$ cat config.mk
export PLATFORM = sky130hd
export DESIGN_NAME = hello_master
export DESIGN_NICKNAME = d
export VERILOG_FILES = /design/src/rtl/hello_master.sv
export SDC_FILE = /design/constraint.sdc
export NUM_CORES = 1
export LEC_CHECK = 0
export CAP_MARGIN = 20
export CORE_MARGIN = 2
export CORE_UTILIZATION = 42
export CTS_BUF_LIST = sky130_fd_sc_hd__clkbuf_4 sky130_fd_sc_hd__clkbuf_8 sky130_fd_sc_hd__clkbuf_16
export CTS_CLUSTER_SIZE = 28
export DETAILED_ROUTE_END_ITERATION = 12
export PLACE_DENSITY = 0.85
export SETUP_SLACK_MARGIN = 0.05
export SKIP_CTS_REPAIR_TIMING = 1
export SLEW_MARGIN = 20
export SYNTH_ARGS = -nofsm -noshare
export SYNTH_HDL_FRONTEND = slang
export SYNTH_SLANG_ARGS = --single-unit
$ cat constraint.sdc
create_clock -name sys_clk -period 3.8 [get_ports sys_clk]
set_input_delay 0.76 -clock sys_clk [delete_from_list [all_inputs] [get_ports sys_clk]]
set_output_delay 0.76 -clock sys_clk [all_outputs]
set_load 0.05 [all_outputs]
$ cat src/rtl/hello_master.sv
// rtl/hello_master.sv - Wishbone classic single-transfer initiator with command/response handshake
//
// Ports:
//   sys_clk, sys_rst_n          clock, asynchronous active-low reset
//   cmd_valid/cmd_ready         command handshake (ready only while idle)
//   cmd_we, cmd_adr, cmd_dat    command payload (1 = write)
//   rsp_valid, rsp_dat, rsp_err one-cycle completion pulse, read data, timeout flag
//   wb_*_o, wb_dat_i, wb_ack_i  Wishbone classic initiator side
//   debug_led                   toggles on every completed command
//
// Optional feature: define HELLO_MASTER_TIMEOUT_EN to abort a bus cycle after
// TIMEOUT stb cycles without ack (rsp_err = 1). Undefined: waits forever for ack.

module hello_master #(
    parameter int TIMEOUT = 255
) (
    input  logic        sys_clk,
    input  logic        sys_rst_n,
    input  logic        cmd_valid,
    output logic        cmd_ready,
    input  logic        cmd_we,
    input  logic [31:0] cmd_adr,
    input  logic [31:0] cmd_dat,
    output logic        rsp_valid,
    output logic [31:0] rsp_dat,
    output logic        rsp_err,
    output logic [31:0] wb_adr_o,
    output logic [31:0] wb_dat_o,
    output logic [3:0]  wb_sel_o,
    output logic        wb_cyc_o,
    output logic        wb_stb_o,
    output logic        wb_we_o,
    input  logic [31:0] wb_dat_i,
    input  logic        wb_ack_i,
    output logic        debug_led
);

    typedef enum logic [1:0] {
        IDLE = 2'd0,
        BUS  = 2'd1,
        RESP = 2'd2
    } state_t;

    state_t state;
    state_t state_nxt;
    logic   cmd_take;
    logic   bus_done;
    logic   bus_abort;

    generate
        if (TIMEOUT < 1 || TIMEOUT > 65535) begin : g_bad_timeout
            $error("hello_master: TIMEOUT must be within 1..65535");
        end
    endgenerate

    assign cmd_ready = (state == IDLE);
    assign cmd_take  = cmd_ready && cmd_valid;
    // Ack only counts while a cycle is actually on the bus.
    assign bus_done  = (state == BUS) && wb_ack_i;

`ifdef HELLO_MASTER_TIMEOUT_EN
    localparam logic [15:0] TO_LAST = 16'(TIMEOUT - 1);

    logic [15:0] to_cnt;

    // An ack in the same cycle as the last allowed one wins over the abort.
    assign bus_abort = (state == BUS) && !wb_ack_i && (to_cnt == TO_LAST);

    always_ff @(posedge sys_clk or negedge sys_rst_n) begin
        if (!sys_rst_n) begin
            to_cnt  <= 16'd0;
            rsp_err <= 1'b0;
        end else begin
            if (cmd_take) begin
                to_cnt <= 16'd0;
            end else if (state == BUS && !wb_ack_i) begin
                to_cnt <= to_cnt + 16'd1;
            end
            if (bus_done) begin
                rsp_err <= 1'b0;
            end else if (bus_abort) begin
                rsp_err <= 1'b1;
            end
        end
    end
`else
    assign bus_abort = 1'b0;
    assign rsp_err   = 1'b0;
`endif

    always_comb begin
        state_nxt = state;
        case (state)
            IDLE: if (cmd_valid) state_nxt = BUS;
            BUS:  if (bus_done || bus_abort) state_nxt = RESP;
            RESP: state_nxt = IDLE;
            default: state_nxt = IDLE;
        endcase
    end

    always_ff @(posedge sys_clk or negedge sys_rst_n) begin
        if (!sys_rst_n) begin
            state <= IDLE;
        end else begin
            state <= state_nxt;
        end
    end

    always_ff @(posedge sys_clk or negedge sys_rst_n) begin
        if (!sys_rst_n) begin
            wb_adr_o  <= 32'd0;
            wb_dat_o  <= 32'd0;
            wb_sel_o  <= 4'd0;
            wb_cyc_o  <= 1'b0;
            wb_stb_o  <= 1'b0;
            wb_we_o   <= 1'b0;
            rsp_valid <= 1'b0;
            rsp_dat   <= 32'd0;
            debug_led <= 1'b0;
        end else begin
            rsp_valid <= 1'b0;
            if (cmd_take) begin
                wb_adr_o <= cmd_adr;
                wb_dat_o <= cmd_dat;
                wb_we_o  <= cmd_we;
                wb_sel_o <= 4'hF;
                wb_cyc_o <= 1'b1;
                wb_stb_o <= 1'b1;
            end
            // rsp_valid is registered on the terminating edge, so it is high
            // for exactly the single RESP cycle.
            if (bus_done || bus_abort) begin
                wb_cyc_o  <= 1'b0;
                wb_stb_o  <= 1'b0;
                rsp_valid <= 1'b1;
                debug_led <= ~debug_led;
            end
            if (bus_done && !wb_we_o) begin
                rsp_dat <= wb_dat_i;
            end
        end
    end

endmodule

== Word-level counts from Yosys, hierarchy flattened ==
Cells that the tools add are included.
Storage, ports and cells
  flip-flop bits (word level): 103
  bits of input ports: 101
  output and inout bits: 107
Operators by class
  equal/unequal tests: 3
  mux-type cells: 6
  bitwise logic cells: 1
  reductions and logical operators: 7
Operator list (count)
  $mux 2: 2
  $ne 2x2->1 const B: 2
  $pmux 2 s2: 1
  $logic_and 1x1->1: 3
  $mux 1: 3
  $eq 2x1->1 const B: 1
  $logic_not 2->1: 1
  $reduce_and 2->1: 1
  $reduce_bool 2->1: 1
  $logic_not 1->1: 1
  $not 1->1: 1

== Depth between registers and ports, before layout ==
  depth in word-level cells: 4
  depth in mapped cells: 4
  mapped depth without buffers: 3

== Worst setup path before layout ==
Ideal clock, no wire load.
  path kind: register to output
  from: register state[0]
  to: output cmd_ready
  arrival time: 1118 ps
  data required time: 3040 ps
  slack: 1922 ps
  stages on the path, launching flop included: 2
  cell sequence: dfrtp_1 -> nor2_1
Between the ends
  word-level cells in the longest chain between the ends: 1
Ends and longest elaborated chain
  start, declared: RTL line 44  | state_t state;
  start signal, assigned: RTL line 105  | state <= state_nxt;
  $logic_not 2->1: RTL line 56  | assign cmd_ready = (state == IDLE);
  end, declared: RTL line 20  | output logic cmd_ready,
Every way passes these cells.

== Worst setup path in the final report ==
Ends and elaborated chain as after synthesis.

==> summary.txt <==
sequential share of the synthesized area -> 65.5%
Max Buffers Root-to-Sink -> 2
CP endpoint kind -> output port
Worst R2R Start -> state[0]
vias in the first global route -> 2877
clock slew at reported path FFs -> 0.10 ns
Max Clk Rate -> 392 MHz
largest net degree at the start of global routing -> 83
Clock H-tree levels -> 3
Netlist Area Pre-Place -> 3930 um^2
Synth cell types -> 18
RR Endpoint -> wb_dat_o[0]
layout cells sized above 1 -> 13.2%
MaxCap Viol Count -> 0
Setup CP Type -> reg2out
Largest stage delay, worst path -> 0.82 ns
Pwr Total -> 5.09 mW
register area -> 2580 um^2
Worst path top cell family by delay -> buffers and inverters
Tightest Pin Transition -> 0.730 ns
most common cell after layout, fill and taps aside -> clkdlybuf4s50_1
CTS tree -> done
max_slew headroom -> 51.4%
Initial DRT Pass Iterations -> 4
Routed WL -> 9180 um
die width -> 101 um
Ys Warns -> 0
cts bufs inserted -> 9
Inserted Diodes -> 0
RSZ-0062 raised after global routing -> no
max-slew violations -> 0
Seq cells post-synth -> 103
initial antenna violation count -> 0
Nets -> 537
number of top-level pins -> 208
I/O Buffers -> 206
grt ovf -> 0
Post-DRT Antenna Nets -> 0
Max VDD drop -> 453 uV
vias -> 2675
power per cell area -> 819 nW/um^2
Starting DRT DRC Count -> 47
Final Hold Viols -> 0
CTS sink count -> 103
CP Data Arrival Time -> 1.79 ns
CP startpoint kind -> flop
die footprint -> 10200 um^2
TNS Setup -> 0 ns
Syn-to-layout area delta -> 58.1%
Initial Utilization -> 43.0%
Skew-Pair Late Insertion Delay -> 0.35 ns
# DRC -> 0
Worst Hold Class -> in2async
cells after synthesis -> 231
clock root buffer -> clkbuf_8
leak pwr -> 2.59 nW
Design Area, Final -> 6220 um^2
Vert. Die Dim -> 101 um
fin crit period -> 2.55 ns
CP max stage cell -> clkdlybuf4s50_1
syn avg cell area -> 17.0 um^2
Net Count, Synth -> 332
post-DR vias/cell -> 4.85
setup violators final -> 0
Core Footprint -> 9150 um^2
clk_skew -> 0.0125 ns
Tcrit/Tclk final -> 67.2%
row cnt -> 35
R2R depth -> 3
FILL cells -> 666
most frequent cells in the layout -> 205 x clkdlybuf4s50_1, 103 x dfrtp_1, 63 x mux2_1
CP max FO -> 5
status -> complete, no violations
crit-path cells -> nor2_1 -> clkdlybuf4s50_1
DP HPWL -> 6960 um
GP Congestion -> 0.754
CP required -> 3.04 ns
Worst Path Buf+Inv -> 1
first-pass GRT wire length -> 14300 um
placed cell area -> 6020 um^2
drt wl/cell -> 16.6 um
Reg2Reg Setup Slack -> 2.05 ns
area of the multi-input gates -> 1200 um^2
Total GRT Usage -> 18.4%
-- registers in the layout, indices dropped and copies added, names as in the netlist --
register   count
rsp_dat       32
wb_adr_o      32
wb_dat_o      32
state          2
debug_led      1
rsp_valid      1
wb_sel_o       1
wb_stb_o       1
wb_we_o        1
-- cell families (layout without fill, tap and decap cells) --
group | Yosys count | count (layout) | synth area share, %
mux | 98 | 98 | 28.0
other cells | 1 | 1 | 0.0953
buf+inv | 19 | 229 | 4.07
compound gates | 3 | 3 | 0.382
flops | 103 | 103 | 65.5
simple gates | 6 | 6 | 1.69
xor+xnor | 1 | 1 | 0.223
-- power by group --
part / total, mW / leakage, nW / switching [mW] / internal (mW)
logic: 2.74 / 1.29 / 1.76 / 0.977
registers: 1.67 / 1.21 / 0.196 / 1.48
clock network: 0.682 / 0.0967 / 0.366 / 0.316
total: 5.09 / 2.59 / 2.33 / 2.77
-- final cells by class --
class,count,area share [%]
clock inverter,6,1.09
inverter,4,0.241
multi-input combinational,109,19.3
sequential,103,41.4
timing repair buffer,209,33.5
clock buffer,10,2.11
tap,111,2.23
-- per-stage QoR --
| step | cells | setup slack [ns] | hold WS, ns | utilization [%] |
|---|---|---|---|---|
| after floorplan | 231 | 1.92 | 0.464 | - |
| after global placement | 536 | 1.32 | 0.463 | 65.7 |
| after detailed placement | 536 | 1.29 | 0.469 | 65.7 |
| after CTS | 552 | 1.21 | 0.485 | 67.9 |
| after global routing | 552 | 1.15 | 0.474 | 67.9 |
| final | 552 | 1.25 | 0.427 | 67.9 |
-- cells in the mapped netlist --
| library cell | n | share of area (%) |
|---|---|---|
| dfrtp_1 | 103 | 66 |
| mux2_1 | 63 | 18 |
| mux2_2 | 34 | 9.7 |
| buf_6 | 6 | 1.7 |
| buf_4 | 5 | 0.95 |
| inv_1 | 4 | 0.38 |
| buf_2 | 2 | 0.25 |
| buf_8 | 2 | 0.76 |
| nor2_1 | 2 | 0.19 |
| o21ai_0 | 2 | 0.25 |
| a21oi_1 | 1 | 0.13 |
| conb_1 | 1 | 0.095 |
| mux2i_1 | 1 | 0.25 |
| nand3b_4 | 1 | 0.51 |
| nor2_8 | 1 | 0.51 |
| nor3b_2 | 1 | 0.32 |
| or2_2 | 1 | 0.16 |
| xnor2_1 | 1 | 0.22 |
-- how the worst max path moves through the flow --
stage / start / slack (ns) / to / cells past startpoint
6_report: state[0] / 1.25 / cmd_ready / 2
5_1_grt: state[0] / 1.15 / cmd_ready / 2
4_1_cts: state[0] / 1.21 / cmd_ready / 2
3_5_place_dp: cmd_valid / 1.29 / wb_dat_o[0] / 4
3_3_place_gp: cmd_valid / 1.32 / wb_adr_o[31] / 4
2_1_floorplan: state[0] / 1.92 / cmd_ready / 1
-- routing by layer --
metal | up-vias | routed length, um | global-route usage (%)
li1 | 1203 | - | -
met1 | 1318 | 3460 | 20.5
met2 | 131 | 4650 | 32.2
met3 | 23 | 806 | 6.38
met4 | 0 | 267 | 7.48
met5 | - | 0 | 0
(Power assumes the default switching activity.)
